**src/rtl/mdu_pkg.sv**
```systemverilog
// Shared encodings for the HI/LO multiply/divide unit.
package mdu_pkg;

  typedef enum logic [1:0] {
    OP_MULT  = 2'b00,
    OP_MULTU = 2'b01,
    OP_DIV   = 2'b10,
    OP_DIVU  = 2'b11
  } op_e;

  typedef enum logic [1:0] {
    ST_IDLE = 2'b00,
    ST_RUN  = 2'b01,
    ST_FIX  = 2'b10
  } state_e;

  // LO result of a divide by zero; sliced to the unit width (up to 64 bits)
  localparam logic [63:0] DIV0_LO = '1;

endpackage

```
**src/rtl/mdu_abs_neg.sv**
```systemverilog
// Conditional two's-complement negate: o_val = i_neg ? -i_val : i_val.
module mdu_abs_neg #(
  parameter int unsigned W = 32
) (
  input  logic [W-1:0] i_val,
  input  logic         i_neg,
  output logic [W-1:0] o_val
);

  assign o_val = i_neg ? ('0 - i_val) : i_val;

endmodule

```
**src/rtl/mult_div_unit.sv**
```systemverilog
// Iterative MIPS HI/LO multiply/divide unit (shift-add multiply, restoring divide).
// Optional build macro MULTDIV_EARLY_OUT_EN ends a multiply once no multiplier bits remain.
module mult_div_unit
  import mdu_pkg::*;
#(
  parameter int unsigned WIDTH = 32,
  parameter int unsigned ITER  = WIDTH
) (
  input  logic             i_clk,
  input  logic             i_rst_n,
  input  logic             i_start,
  input  logic [1:0]       i_op,
  input  logic [WIDTH-1:0] i_a,
  input  logic [WIDTH-1:0] i_b,
  input  logic             i_hi_wr,
  input  logic             i_lo_wr,
  input  logic [WIDTH-1:0] i_wdata,
  output logic             o_busy,
  output logic             o_done,
  output logic [WIDTH-1:0] o_hi,
  output logic [WIDTH-1:0] o_lo
);

  localparam int unsigned CW = (ITER > 1) ? $clog2(ITER) : 1;

  state_e             r_state, w_state_nxt;
  op_e                r_op;
  logic               r_neg_q, r_neg_r, r_div0, r_done;
  logic [CW-1:0]      r_cnt;
  logic [2*WIDTH-1:0] r_acc, r_mcand;
  logic [WIDTH-1:0]   r_mplier, r_hi, r_lo;

  op_e                w_op_in;
  logic               w_sa, w_sb, w_is_div, w_last, w_early, w_ge;
  logic [WIDTH-1:0]   w_a_mag, w_b_mag, w_quot_fix, w_rem_src, w_rem_fix, w_rem_nxt;
  logic [WIDTH-1:0]   w_hi_res, w_lo_res;
  logic [WIDTH:0]     w_trial;
  logic [WIDTH+1:0]   w_diff;
  logic [2*WIDTH-1:0] w_prod_sum, w_prod_fix;

  assign w_op_in  = op_e'(i_op);
  assign w_sa     = ((w_op_in == OP_MULT) || (w_op_in == OP_DIV)) && i_a[WIDTH-1];
  assign w_sb     = ((w_op_in == OP_MULT) || (w_op_in == OP_DIV)) && i_b[WIDTH-1];
  assign w_is_div = (r_op == OP_DIV) || (r_op == OP_DIVU);
  assign w_last   = (r_cnt == CW'(ITER - 1));

`ifdef MULTDIV_EARLY_OUT_EN
  assign w_early = !w_is_div && (r_mplier == '0);
`else
  assign w_early = 1'b0;
`endif

  mdu_abs_neg #(.W(WIDTH)) u_mag_a (.i_val(i_a), .i_neg(w_sa), .o_val(w_a_mag));
  mdu_abs_neg #(.W(WIDTH)) u_mag_b (.i_val(i_b), .i_neg(w_sb), .o_val(w_b_mag));

  // Multiply step: accumulate the shifted multiplicand when the next multiplier bit is set
  assign w_prod_sum = r_acc + (r_mplier[0] ? r_mcand : '0);

  // Divide step: remainder in r_acc upper half, dividend bits shift out of r_mplier
  assign w_trial   = {r_acc[2*WIDTH-1:WIDTH], r_mplier[WIDTH-1]};
  assign w_diff    = {1'b0, w_trial} - {2'b00, r_mcand[WIDTH-1:0]};
  assign w_ge      = !w_diff[WIDTH+1];
  assign w_rem_nxt = w_ge ? w_diff[WIDTH-1:0] : w_trial[WIDTH-1:0];

  // Divide by zero returns the dividend magnitude, re-signed back to the original a
  assign w_rem_src = r_div0 ? r_mcand[2*WIDTH-1:WIDTH] : r_acc[2*WIDTH-1:WIDTH];

  mdu_abs_neg #(.W(2*WIDTH)) u_fix_p (.i_val(r_acc), .i_neg(r_neg_q), .o_val(w_prod_fix));
  mdu_abs_neg #(.W(WIDTH)) u_fix_q (.i_val(r_mplier), .i_neg(r_neg_q), .o_val(w_quot_fix));
  mdu_abs_neg #(.W(WIDTH)) u_fix_r (.i_val(w_rem_src), .i_neg(r_neg_r), .o_val(w_rem_fix));

  assign w_hi_res = w_is_div ? w_rem_fix : w_prod_fix[2*WIDTH-1:WIDTH];
  assign w_lo_res = !w_is_div ? w_prod_fix[WIDTH-1:0] :
                    r_div0    ? DIV0_LO[WIDTH-1:0]    : w_quot_fix;

  always_ff @(posedge i_clk) begin
    if (!i_rst_n) r_state <= ST_IDLE;
    else          r_state <= w_state_nxt;
  end

  always_comb begin
    w_state_nxt = r_state;
    case (r_state)
      ST_IDLE: if (i_start) w_state_nxt = ST_RUN;
      ST_RUN:  if (w_early || w_last) w_state_nxt = ST_FIX;
      ST_FIX:  w_state_nxt = ST_IDLE;
      default: w_state_nxt = ST_IDLE;
    endcase
  end

  always_ff @(posedge i_clk) begin
    if (!i_rst_n) begin
      r_op     <= OP_MULT;
      r_neg_q  <= 1'b0;
      r_neg_r  <= 1'b0;
      r_div0   <= 1'b0;
      r_done   <= 1'b0;
      r_cnt    <= '0;
      r_acc    <= '0;
      r_mcand  <= '0;
      r_mplier <= '0;
      r_hi     <= '0;
      r_lo     <= '0;
    end else begin
      r_done <= (r_state == ST_FIX);
      case (r_state)
        ST_IDLE: begin
          if (i_hi_wr) r_hi <= i_wdata;
          if (i_lo_wr) r_lo <= i_wdata;
          if (i_start) begin
            r_op    <= w_op_in;
            r_neg_q <= w_sa ^ w_sb;
            r_neg_r <= w_sa;
            r_div0  <= (i_b == '0);
            r_cnt   <= '0;
            r_acc   <= '0;
            if (i_op[1]) begin
              r_mcand  <= {w_a_mag, w_b_mag};
              r_mplier <= w_a_mag;
            end else begin
              r_mcand  <= {{WIDTH{1'b0}}, w_a_mag};
              r_mplier <= w_b_mag;
            end
          end
        end
        ST_RUN: begin
          r_cnt <= r_cnt + CW'(1);
          if (w_is_div) begin
            r_acc[2*WIDTH-1:WIDTH] <= w_rem_nxt;
            r_mplier               <= {r_mplier[WIDTH-2:0], w_ge};
          end else begin
            r_acc    <= w_prod_sum;
            r_mcand  <= r_mcand << 1;
            r_mplier <= r_mplier >> 1;
          end
        end
        ST_FIX: begin
          r_hi <= w_hi_res;
          r_lo <= w_lo_res;
        end
        default: ;
      endcase
    end
  end

  assign o_busy = (r_state != ST_IDLE);
  assign o_done = r_done;
  assign o_hi   = r_hi;
  assign o_lo   = r_lo;

endmodule

```
**config.mk**
```make
export PLATFORM = sky130hd
export DESIGN_NAME = mult_div_unit
export DESIGN_NICKNAME = d
export VERILOG_FILES = /design/src/rtl/mdu_pkg.sv /design/src/rtl/mdu_abs_neg.sv /design/src/rtl/mult_div_unit.sv
export SDC_FILE = /design/constraint.sdc
export NUM_CORES = 1
export LEC_CHECK = 0
export ABC_CLOCK_PERIOD_IN_PS = 13000
export BUFFER_PORTS_ARGS = -buffer_cell sky130_fd_sc_hd__buf_2
export CORE_MARGIN = 8
export CORE_UTILIZATION = 25
export CTS_CLUSTER_DIAMETER = 200
export DETAILED_ROUTE_END_ITERATION = 16
export PLACE_DENSITY = 0.4
export SETUP_SLACK_MARGIN = 0.05
export SLEW_MARGIN = 15
export SYNTH_ARGS = -nofsm -noshare
export SYNTH_HDL_FRONTEND = slang
export SYNTH_SLANG_ARGS = --single-unit
```
**constraint.sdc**
```tcl
create_clock -name i_clk -period 13 [get_ports i_clk]
set_input_delay 0.65 -clock i_clk [delete_from_list [all_inputs] [get_ports i_clk]]
set_output_delay 0.65 -clock i_clk [all_outputs]
set_load 0.03 [all_outputs]
```
**Yosys cells after proc, flatten, opt, wreduce, memory -nomap -nowiden**

Cells that the tools add are included.

- Output and inout bits: 66
- Bits in registers: 237

- Reduce and logical (&&, ||, !) cells: 17
- Add/subtract/negate cells: 8
- Equal/unequal tests: 11
- Multiplexer cells: 32
- Bitwise logic cells: 1

Operators with widths:

| kind | number |
|---|---|
| 32-bit 2-to-1 mux | 16 |
| 64-bit 2-to-1 mux | 6 |
| 64-bit case mux with 2 select lines | 2 |
| 32-bit case mux with 2 select lines | 3 |
| 1-bit by 32-bit subtractor with 32-bit output (first input constant) | 4 |
| 64-bit adder | 1 |
| 1-bit by 64-bit subtractor with 64-bit output (first input constant) | 1 |
| 33-bit by 32-bit subtractor with 34-bit output | 1 |
| 32-bit logical NOT | 1 |
| 2-bit inequality test (second input constant) | 5 |
| 5-bit case mux with 2 select lines | 1 |
| 2-bit AND reduction | 5 |
| 2-bit equality test (second input constant) | 4 |
| 2-bit nonzero test | 3 |
| 5-bit by 1-bit adder with 5-bit output (second input constant) | 1 |
| 5-bit equality test (second input constant) | 1 |
| 5-bit 2-to-1 mux | 1 |
| 2-bit logical NOT | 2 |
| 2-bit 2-to-1 mux | 2 |
| 2-bit case mux with 2 select lines | 1 |
| 3-bit AND reduction | 1 |
| 2-bit by 1-bit equality test with 1-bit output (second input constant) | 1 |
| 1-bit logical AND | 2 |
| 1-bit logical OR | 2 |
| other kinds (2) | 2 |

**Logic depth before layout (Yosys ltp)**

Gate-level depths: netlist of the first run.

- Depth after elaboration: 7
- Gate-level depth with buffers: 19

**Cells and area by module**

From an unflattened synthesis of the first run, not the netlist that was laid out.

- Cell total of the unflattened synthesis: 2954
- Area total of the unflattened synthesis: 22248.8 um^2

By module, submodules not included:

| module | area each (um^2) | times used | seq. area each (um^2) | cells each |
|---|---|---|---|---|
| mult_div_unit | 17745.8 | 1 | 4724.5 | 2333 |
| mdu_abs_neg (u_fix_r ...) | 767.0 | 3 | 0.0 | 108 |
| mdu_abs_neg (u_fix_p) | 1453.9 | 1 | 0.0 | 198 |
| mdu_abs_neg (u_fix_q) | 748.2 | 1 | 0.0 | 99 |

**Worst setup path before layout of the first run**

Ideal clock, no wire load.

- Kind: register to register
- From: register r_div0
- To: register r_hi[30], in the netlist o_hi[30]
- Path slack: 8288 ps
- Library setup time: 126 ps
- Stages on the path, launching flop included: 20
- Data arrival time: 4586 ps
- Period minus slack after synthesis: 4712 ps
- Path through: dfxtp_1 -> buf_2 -> buf_2 -> buf_1 -> buf_2 -> buf_2 -> buf_2 -> buf_1 -> mux2i_1 -> ha_1 -> o221ai_1 -> nor4_1 -> a21bo_2 -> or3_1 -> or3_1 -> o21ai_0 -> xnor2_1 -> nor2_1 -> a21oi_1 -> a31oi_1

- Cells in the longest elaborated chain, start to end: 5

RTL lines:

| element | line | RTL |
|---|---|---|
| start: declaration | mult_div_unit.sv:28 | `logic r_neg_q, r_neg_r, r_div0, r_done;` |
| start signal: assignment | mult_div_unit.sv:114 | `r_div0 <= (i_b == '0);` |
| 32-bit 2-to-1 mux (*) | mult_div_unit.sv:66 | `assign w_rem_src = r_div0 ? r_mcand[2*WIDTH-1:WIDTH] : r_acc[2*WIDTH-1:WIDTH];` |
| 1-bit by 32-bit subtractor with 32-bit output | mdu_abs_neg.sv:10 | `assign o_val = i_neg ? ('0 - i_val) : i_val;` |
| 32-bit 2-to-1 mux (*) | mdu_abs_neg.sv:10 |  |
| 32-bit 2-to-1 mux (*) | mult_div_unit.sv:72 | `assign w_hi_res = w_is_div ? w_rem_fix : w_prod_fix[2*WIDTH-1:WIDTH];` |
| 32-bit case mux with 2 select lines (*) | mult_div_unit.sv:106 | `case (r_state)` |
| end signal: assignment | mult_div_unit.sv:108 | `if (i_hi_wr) r_hi <= i_wdata;` |
| end signal: assignment | mult_div_unit.sv:138 | `r_hi <= w_hi_res;` |
| end: declaration | mult_div_unit.sv:31 | `logic [WIDTH-1:0] r_mplier, r_hi, r_lo;` |

Every way passes the cells marked *; elsewhere a longest branch is shown, timed or not.
A chain may end at the register's enable or synchronous reset.

**Worst setup path in the final report of the first run**

- From: register r_mplier[0]
- To: register r_acc[60]

- Cells in the longest elaborated chain, start to end: 4

RTL lines:

| element | line | RTL |
|---|---|---|
| start: declaration | mult_div_unit.sv:31 |  |
| start signal: assignment | mult_div_unit.sv:119 | `r_mplier <= w_a_mag;` |
| start signal: assignment | mult_div_unit.sv:122 | `r_mplier <= w_b_mag;` |
| start signal: assignment | mult_div_unit.sv:130 | `r_mplier <= {r_mplier[WIDTH-2:0], w_ge};` |
| 64-bit 2-to-1 mux | mult_div_unit.sv:57 | `assign w_prod_sum = r_acc + (r_mplier[0] ? r_mcand : '0);` |
| 64-bit adder | mult_div_unit.sv:57 |  |
| 32-bit 2-to-1 mux | mult_div_unit.sv:128 | `if (w_is_div) begin` |
| 64-bit case mux with 2 select lines | mult_div_unit.sv:106 |  |
| end signal: indexed assignment | mult_div_unit.sv:129 | `r_acc[2*WIDTH-1:WIDTH] <= w_rem_nxt;` |
| end signal: assignment | mult_div_unit.sv:132 | `r_acc <= w_prod_sum;` |
| end: declaration | mult_div_unit.sv:30 | `logic [2*WIDTH-1:0] r_acc, r_mcand;` |

No other way between the ends.

==> results of run 1 <==
-- cell families (layout without fill, tap and decap cells) --
group / count (synthesis) / count (layout) / synth area share (%)
xor gates and xnor gates: 261 / 261 / 10.7
buffers and inverters: 307 / 344 / 5.95
adders and majority gates: 104 / 104 / 6.16
DFF: 236 / 236 / 22.1
and+or+nand+nor: 934 / 934 / 20.5
AOI/OAI and AO/OA: 1061 / 1061 / 31.7
other: 0 / 2 / 0
muxes: 60 / 60 / 2.86
-- layout by cell type, fill, tap and decap left out, types with 14 or more instances in the layout --
cell       count
a211oi_1      77
a21o_1        54
a21oi_1      304
a221oi_1      26
a22oi_1       46
a311oi_1      25
a31oi_1       45
and2_1        43
and3_1        21
buf_2        168
buf_4         47
clkbuf_16     31
dfxtp_1      233
ha_1         102
inv_1         71
mux2i_1       52
nand2_1      284
nand2b_1      30
nand3_1       47
nand4_1       23
nor2_1       290
nor2b_1       19
nor3_1        78
o211ai_1      51
o21a_1        14
o21ai_0      237
o221ai_1      35
o31ai_1       47
o41ai_1       23
or4_1         17
xnor2_1      201
xor2_1        60
-- through the flow --
stage	std cells	util [%]	cell area, µm²
floorplan	2963	-	21400
global placement	4089	27.2	23100
detailed placement	4089	27.2	23100
CTS	4144	28.4	24100
global route	4144	28.4	24100
finish	4146	28.4	24100
-- worst paths after layout --
path / from / endpoint / slack, ns
setup / recovery: r_mplier[0] / r_acc[60] / 8.05
hold / removal: i_wdata[0] / o_hi[0] / 0.33
setup reg to reg: r_mplier[0] / r_acc[60] / 8.05
hold reg to reg: r_cnt[4] / r_cnt[4] / 0.48
-- worst register-to-register path: stages, from the launching register on --
cell and delay, ns:
dfxtp_1 0.50, buf_4 0.37, and2_1 0.20, ha_1 0.17
inv_1 0.06, fa_1 0.38, nand2b_1 0.19, a21oi_1 0.30
o41a_1 0.23, o211ai_1 0.24, o211ai_1 0.35, a311oi_1 0.14
buf_4 0.18, o41a_1 0.50, o211ai_1 0.43, a311oi_1 0.17
a41o_1 0.24, a211oi_1 0.21
-- flip-flops by register name, indices dropped and copies added (netlist names) --
name,cells
o_done,1
o_hi,32
o_lo,32
r_acc,64
r_cnt,5
r_div0,1
r_mcand,64
r_mplier,32
r_neg_q,1
r_neg_r,1
r_op,1
r_state,2
-- layer usage --
| metal | wire length (µm) | GRT usage (%) |
|---|---|---|
| met5 | 27 | 0 |
| met4 | 4150 | 7.57 |
| met3 | 5170 | 1.95 |
| met2 | 48000 | 34.1 |
| met1 | 49300 | 29.6 |
-- final cells by class --
type                       count  area [µm²]  area share (%)
multi-input combinational   2420       15400            64.0
sequential                   236        4740            19.7
tap                         1144        1430            5.94
timing repair buffer         216        1210            5.04
clock buffer                  44         855            3.55
inverter                      73         277            1.15
clock inverter                11         153           0.633
antenna                        2        5.00          0.0208
-- where the power goes --
group	total (µW)	internal, µW	switching, µW
clock	892	516	376
sequential	868	779	89.3
combinational	791	246	545
total	2550	1540	1010
==> results.toml, run 1 <==
[outcome]
status = "complete, no violations"

[yosys]
synth_common_cells = "a21oi_1, nor2_1, nand2_1"
syn_inst = 2963
ys_warn_count = 0
async_flop_share_pct = 0
synth_seq_cells = 236
syn_nets = 3170
synth.avg_cell_area_um2 = 7.21
ys.flop_type = "dfxtp_1"
synth_area_um2 = 21400
synth_area_leaders = "dfxtp_1, xnor2_1, a21oi_1"
synth_edf_count = 0
synth_top_cell_by_area = "dfxtp_1"
ys_seq_area_share_pct = 22.1
synth_cell_types = 89
synth_top_area_share_pct = 22.1
yosysMostFrequentCell = "a21oi_1"

[worst_setup_path]
crit_top_cell = "o211ai_1"
max_stage_delay_ns = 0.50
cp_data_arrival_time_ns = 5.48
critical_path_depth = 17
path_cells = "buf_4 -> and2_1 -> ha_1 -> inv_1 -> fa_1 -> nand2b_1 -> a21oi_1 -> o41a_1 -> o211ai_1 -> o211ai_1 -> a311oi_1 -> buf_4 -> o41a_1 -> o211ai_1 -> a311oi_1 -> a41o_1 -> a211oi_1"
worst_r2r_path_depth = 17
crit_path_start_kind = "register"
criticalPathCategory = "reg2reg"
cp_top_family = "compound AO/OA/AOI/OAI gates"
crit_path_end_kind = "register"
path_buf_inv = 3
worst-path-max-fanout = 35
cp.required_ns = 13.52
slowest_stage = "dfxtp_1"

[clock_tree]
cts_hold_buf = 0
root_buffer = "clkbuf_16"
clk_latency_ns = 0.61
clkTransAtPathRegs_ns = 0.06
cts_resized = 0
post-cts-setup-buffers = 0
cts_made_buffers = 31
cts_buffer_depth = 3
cts_tree = "done"
cts-htree-levels = 1
cts_sinks = 236

[die]
start_util_pct = 25.2
die_width_um = 308
core_area_um2 = 84900
die-area_um2 = 95100
ios = 169
rows = 107
die_y_um = 308

[placed_design]
hpwlAfterDp_um = 84100
port_buffers = 168
gp_congestion = 0.916
pre_cts_slack_ns = 8.15

[route]
avgRoutedWirePerCell_um = 25.7
drt_iter0_markers = 1976
vias = 23000
drc = 0
routed_wl_um = 107000
viasPerCell = 5.54
ant_nets = 0
firstDrtPassIters = 5

[timing]
fin_crit_ns = 4.95
period_share_pct = 38.1
grt_setup_unrepaired = "no"
worstMarginPinSlew_ns = 1.01
finalSetupViolCount = 0
fin_tns_setup_ns = 0
relSlewSlack_pct = 32.4
max_freq_mhz = 202
fin_skew_ns = 0.0143
slew_violations = 0
hold_viol_final = 0
holdWs_ns = 0.334
fin_ws_ns = 8.05

[min_path]
hold_path_class = "in2reg"
hold_path_depth = 3

[global_route]
grt_pass1_wl_um = 153000
grt_pass1_vias = 21700
grt_max_degree = 88
track_usage_pct = 21.3
grt_overflow = 0
antenna_found_initial = 4

[final_layout]
nets = 3185
syn_to_final_growth_pct = 12.8
fillers = 9316
final_layout_size_suffix_gt1_share_pct = 10.7

[power_and_ir_drop]
p_per_area_nw_per_um2 = 106
p_leak_uw = 0.00934
p_total_uw = 2550
vdd_drop_max_mv = 0.123

[run]
cap_violations = 0
Note: power is estimated with default switching activity, not from simulation.
==> run 2, diff against run 1 <==
--- a/config.mk
+++ b/config.mk
@@ -5,7 +5,7 @@
 export SDC_FILE = /design/constraint.sdc
 export NUM_CORES = 1
 export LEC_CHECK = 0
-export ABC_CLOCK_PERIOD_IN_PS = 13000
+export ABC_CLOCK_PERIOD_IN_PS = 5050
 export BUFFER_PORTS_ARGS = -buffer_cell sky130_fd_sc_hd__buf_2
 export CORE_MARGIN = 8
 export CORE_UTILIZATION = 25
==> constraint.sdc (replaced) <==
create_clock -name i_clk -period 5.05 [get_ports i_clk]
set_input_delay 0.2525 -clock i_clk [delete_from_list [all_inputs] [get_ports i_clk]]
set_output_delay 0.2525 -clock i_clk [all_outputs]
set_load 0.03 [all_outputs]
==> results.toml, run 2 (synthesis results as in run 1) <==
[die]
die_width_um = 308
die-area_um2 = 95100
ios = 169
start_util_pct = 25.2
die_y_um = 308
rows = 107
core_area_um2 = 84900

[timing]
fin_ws_ns = 0.639
fin_crit_ns = 4.41
fin_skew_ns = 0.0275
grt_setup_unrepaired = "no"
finalSetupViolCount = 0
period_share_pct = 87.3
max_freq_mhz = 227
relSlewSlack_pct = 28.2
worstMarginPinSlew_ns = 1.07
fin_tns_setup_ns = 0
hold_viol_final = 0
slew_violations = 0

[min_path]
min-delay-start = "i_wdata[12]"
hold_path_depth = 3
hold_path_class = "in2reg"
min_to = "o_hi[12]"

[route]
drt_iter0_markers = 2041
viasPerCell = 5.51
firstDrtPassIters = 6
avgRoutedWirePerCell_um = 25.6
routed_wl_um = 107000
vias = 23100
ant_nets = 0
drc = 0

[worst_setup_path]
r2r-start = "r_mcand[0]"
worst_r2r_path_depth = 16
r2r_end = "r_acc[60]"
worst-path-max-fanout = 6
r2r_slack_ns = 0.64
cp.required_ns = 5.58
crit_path_start_kind = "register"
criticalPathCategory = "reg2reg"
cp_data_arrival_time_ns = 4.94
crit_path_end_kind = "register"

[global_route]
antenna_found_initial = 5
grt_max_degree = 128
grt_pass1_wl_um = 154000
grt_pass1_vias = 21600
grt_overflow = 0
track_usage_pct = 21.4

[clock_tree]
cts_hold_buf = 27
clkTransAtPathRegs_ns = 0.06
root_buffer = "clkbuf_16"
cts_tree = "done"
cts_resized = 0
cts_sinks = 236
clk_latency_ns = 0.61
cts_buffer_depth = 3
post-cts-setup-buffers = 0
cts-htree-levels = 1
cts_made_buffers = 31

[final_layout]
nets = 3229
finalNonFillerCells = 4190
reg_top3 = "r_acc: 64 flops, r_mcand: 64 flops"
syn_to_final_growth_pct = 14.9
final_layout_size_suffix_gt1_share_pct = 11.1
mostFrequentLayoutCells = "a21oi_1, nor2_1, nand2_1"
layout_commonest_cell = "a21oi_1"

[placed_design]
hpwlAfterDp_um = 84800
gp_congestion = 0.898
dp_cells = 4106
pre_cts_slack_ns = 0.682
port_buffers = 168

[power_and_ir_drop]
p_leak_uw = 0.00956
p_total_uw = 6680
p_per_area_nw_per_um2 = 272
vdd_drop_max_mv = 0.265

[outcome]
status = "complete, no violations"

[run]
cap_violations = 0
==> run 2: where the power goes <==
part / total (µW) / switching (µW) / internal, µW
registers: 2210 / 209 / 2000
clock network: 2360 / 951 / 1410
logic: 2110 / 1450 / 660
==> run 2: how the worst max path moves through the flow <==
stage | from | end | slack [ns] | cells past startpoint
global route | r_mcand[0] | r_acc[60] | 0.32 | 16
global placement | r_mplier[0] | r_acc[60] | 0.80 | 16
detailed placement | r_mcand[0] | r_acc[60] | 0.68 | 16
floorplan | r_div0 | o_hi[30] | 0.34 | 19
finish | r_mcand[0] | r_acc[60] | 0.64 | 16
CTS | r_mcand[0] | r_acc[60] | 0.69 | 16
==> run 2: per-layer routing <==
| metal | vias to the layer above | part of all wire [%] | track usage (%) |
|---|---|---|---|
| li1 | 11000 | - | - |
| met1 | 11200 | 46 | 29.6 |
| met2 | 765 | 45 | 34.5 |
| met3 | 136 | 5.3 | 2.11 |
| met4 | 0 | 3.9 | 7.31 |
| met5 | - | 0 | 0 |
==> run 2: final cells by class <==
type	count	area, µm²
Timing Repair Buffer	260	1640
Inverter	73	277
Tap cell	1144	1430
Clock buffer	47	927
Multi-Input combinational cell	2420	15400
Fill cell	9352	60300
Sequential cell	236	4740
Antenna cell	2	5.00
Clock inverter	8	128
==> run 2: critical path: stages (launching register included) <==
cell and delay, ns:
dfxtp_1 0.38, and2_1 0.17, ha_1 0.17, inv_1 0.06, fa_1 0.37, nand2b_1 0.19
a21oi_1 0.26, o41a_1 0.22, o211ai_1 0.23, o211ai_1 0.40, a311oi_1 0.15, buf_4 0.18
o41a_1 0.52, o211ai_1 0.42, a311oi_1 0.18, a41o_1 0.24, a211oi_1 0.21
==> run 2: metrics by stage <==
step,util (%),hold slack [ns],cell area [µm²]
floorplan,-,0.413,21400
global placement,27.4,0.440,23200
detailed placement,27.4,0.441,23200
CTS,28.9,0.0277,24600
global route,28.9,0.0195,24600
finish,28.9,0.0507,24600
==> run 3, diff against run 2 <==
--- a/config.mk
+++ b/config.mk
@@ -6,7 +6,7 @@
 export NUM_CORES = 1
 export LEC_CHECK = 0
 export ABC_CLOCK_PERIOD_IN_PS = 5050
-export BUFFER_PORTS_ARGS = -buffer_cell sky130_fd_sc_hd__buf_2
+export BUFFER_PORTS_ARGS = -buffer_cell sky130_fd_sc_hd__buf_4
 export CORE_MARGIN = 8
 export CORE_UTILIZATION = 25
 export CTS_CLUSTER_DIAMETER = 200
==> results.toml, run 3 (synthesis results as in run 1) <==
[worst_setup_path]
crit_path_end_kind = "register"
worst-path-max-fanout = 24
r2r_slack_ns = 0.57
criticalPathCategory = "reg2reg"
cp.required_ns = 5.56
cp_data_arrival_time_ns = 4.99
r2r-start = "r_mplier[0]"
worst_r2r_path_depth = 17
crit_path_start_kind = "register"
r2r_end = "r_acc[60]"

[power_and_ir_drop]
p_leak_uw = 0.00960
p_per_area_nw_per_um2 = 267
vdd_drop_max_mv = 0.257

[timing]
fin_tns_setup_ns = 0
grt_setup_unrepaired = "no"
slew_violations = 0
relSlewSlack_pct = 10.0
hold_viol_final = 0
fin_crit_ns = 4.48
max_freq_mhz = 223
period_share_pct = 88.7
finalSetupViolCount = 0
worstMarginPinSlew_ns = 1.34
fin_skew_ns = 0.0310

[min_path]
hold_path_depth = 3
min-delay-start = "i_wdata[13]"
min_to = "o_lo[13]"
hold_path_class = "in2reg"

[final_layout]
syn_to_final_growth_pct = 16.4
utilization_pct = 29.3
nets = 3219
mostFrequentLayoutCells = "a21oi_1, nor2_1, nand2_1"
final-seq-area_um2 = 4740
reg_top3 = "r_acc: 64 flops, r_mcand: 64 flops"
final_layout_size_suffix_gt1_share_pct = 10.8
multi_input_area_um2 = 15400
layout_commonest_cell = "a21oi_1"
fillers = 9273

[route]
firstDrtPassIters = 5
avgRoutedWirePerCell_um = 26.0
drt_iter0_markers = 2146
viasPerCell = 5.51
drc = 0
vias = 23000
ant_nets = 0
routed_wl_um = 109000

[die]
core_area_um2 = 84900
ios = 169
rows = 107
die_width_um = 308
die-area_um2 = 95100
die_y_um = 308
start_util_pct = 25.2

[placed_design]
port_buffers = 168
gp_congestion = 0.896
hpwlAfterDp_um = 85400

[clock_tree]
post-cts-setup-buffers = 0
clk_latency_ns = 0.62
cts_tree = "done"
clkTransAtPathRegs_ns = 0.06
cts_sinks = 236
cts-htree-levels = 1
root_buffer = "clkbuf_16"
cts_made_buffers = 30
cts_buffer_depth = 3

[global_route]
grt_most_used_layer = "met2"
grt_max_degree = 111
antenna_found_initial = 4
grt_pass1_vias = 21600
grtUsageMet1_pct = 30.1
use_met2_pct = 34.5
grt_use_met3_pct = 2.28
track_usage_pct = 21.6
grt_pass1_wl_um = 155000
grt_overflow = 0

[run]
cap_violations = 0

[outcome]
status = "complete, no violations"
-- run 3: report_power, final --
part,internal (µW),switching [µW]
Clock,1290,974
Sequential,2000,226
Combinational,706,1440
-- run 3: repair_timing --
action | 4_1_cts | 5_1_grt
hold buffers | 27 | 1
gates resized for setup | 0 | 0
hold endpoints to repair | 47 | 1
-- run 3: cell type report --
| cell class | count | area share [%] |
|---|---|---|
| Inverter | 73 | 1.11 |
| Clock inverter | 15 | 0.785 |
| Antenna cell | 1 | 0.0101 |
| Multi-Input combinational cell | 2420 | 62.0 |
| Sequential cell | 236 | 19.0 |
| Clock buffer | 41 | 3.26 |
| Tap cell | 1144 | 5.75 |
| Timing Repair Buffer | 251 | 8.06 |
-- run 3: metal layers --
layer  part of all wire (%)  vias to the layer above  routed length (µm)
met3                    5.7                      121                6160
met5                  0.025                        -                  27
met2                     45                      788               48800
met4                    3.8                        4                4080
li1                       -                    10900                   -
met1                     46                    11200               49600
-- run 3: stage by stage --
step	power (µW)	area (µm²)	cells	setup WS, ns	hold slack [ns]
finish	6640	24900	4181	0.572	0.0350
global placement	4370	23600	4096	0.688	0.438
CTS	6680	24900	4179	0.622	0.00338
floorplan	3470	21400	2963	0.338	0.413
global route	6930	24900	4180	0.205	0.0369
detailed placement	4380	23600	4096	0.669	0.439
-- run 3: worst max path at each step --
stage / from / to / slack [ns] / cells past startpoint
floorplan: r_div0 / o_hi[30] / 0.34 / 19
global placement: r_mcand[0] / r_acc[60] / 0.69 / 16
detailed placement: r_mplier[0] / r_acc[51] / 0.67 / 16
CTS: r_mplier[0] / r_acc[60] / 0.62 / 17
global route: r_mplier[0] / r_acc[60] / 0.20 / 17
finish: r_mplier[0] / r_acc[60] / 0.57 / 17
-- run 3: critical path, stage by stage (launching register included) --
cell and delay [ns]:
dfxtp_1 0.32, buf_4 0.18, inv_1 0.22, buf_4 0.37, nor2_1 0.12, ha_1 0.43
a21oi_1 0.15, o21ai_0 0.21, a221oi_1 0.12, nand2b_1 0.16, o211ai_1 0.16, a311oi_1 0.16
buf_4 0.19, o41a_1 0.52, o211ai_1 0.44, a311oi_1 0.16, a41o_1 0.23, a211oi_1 0.23
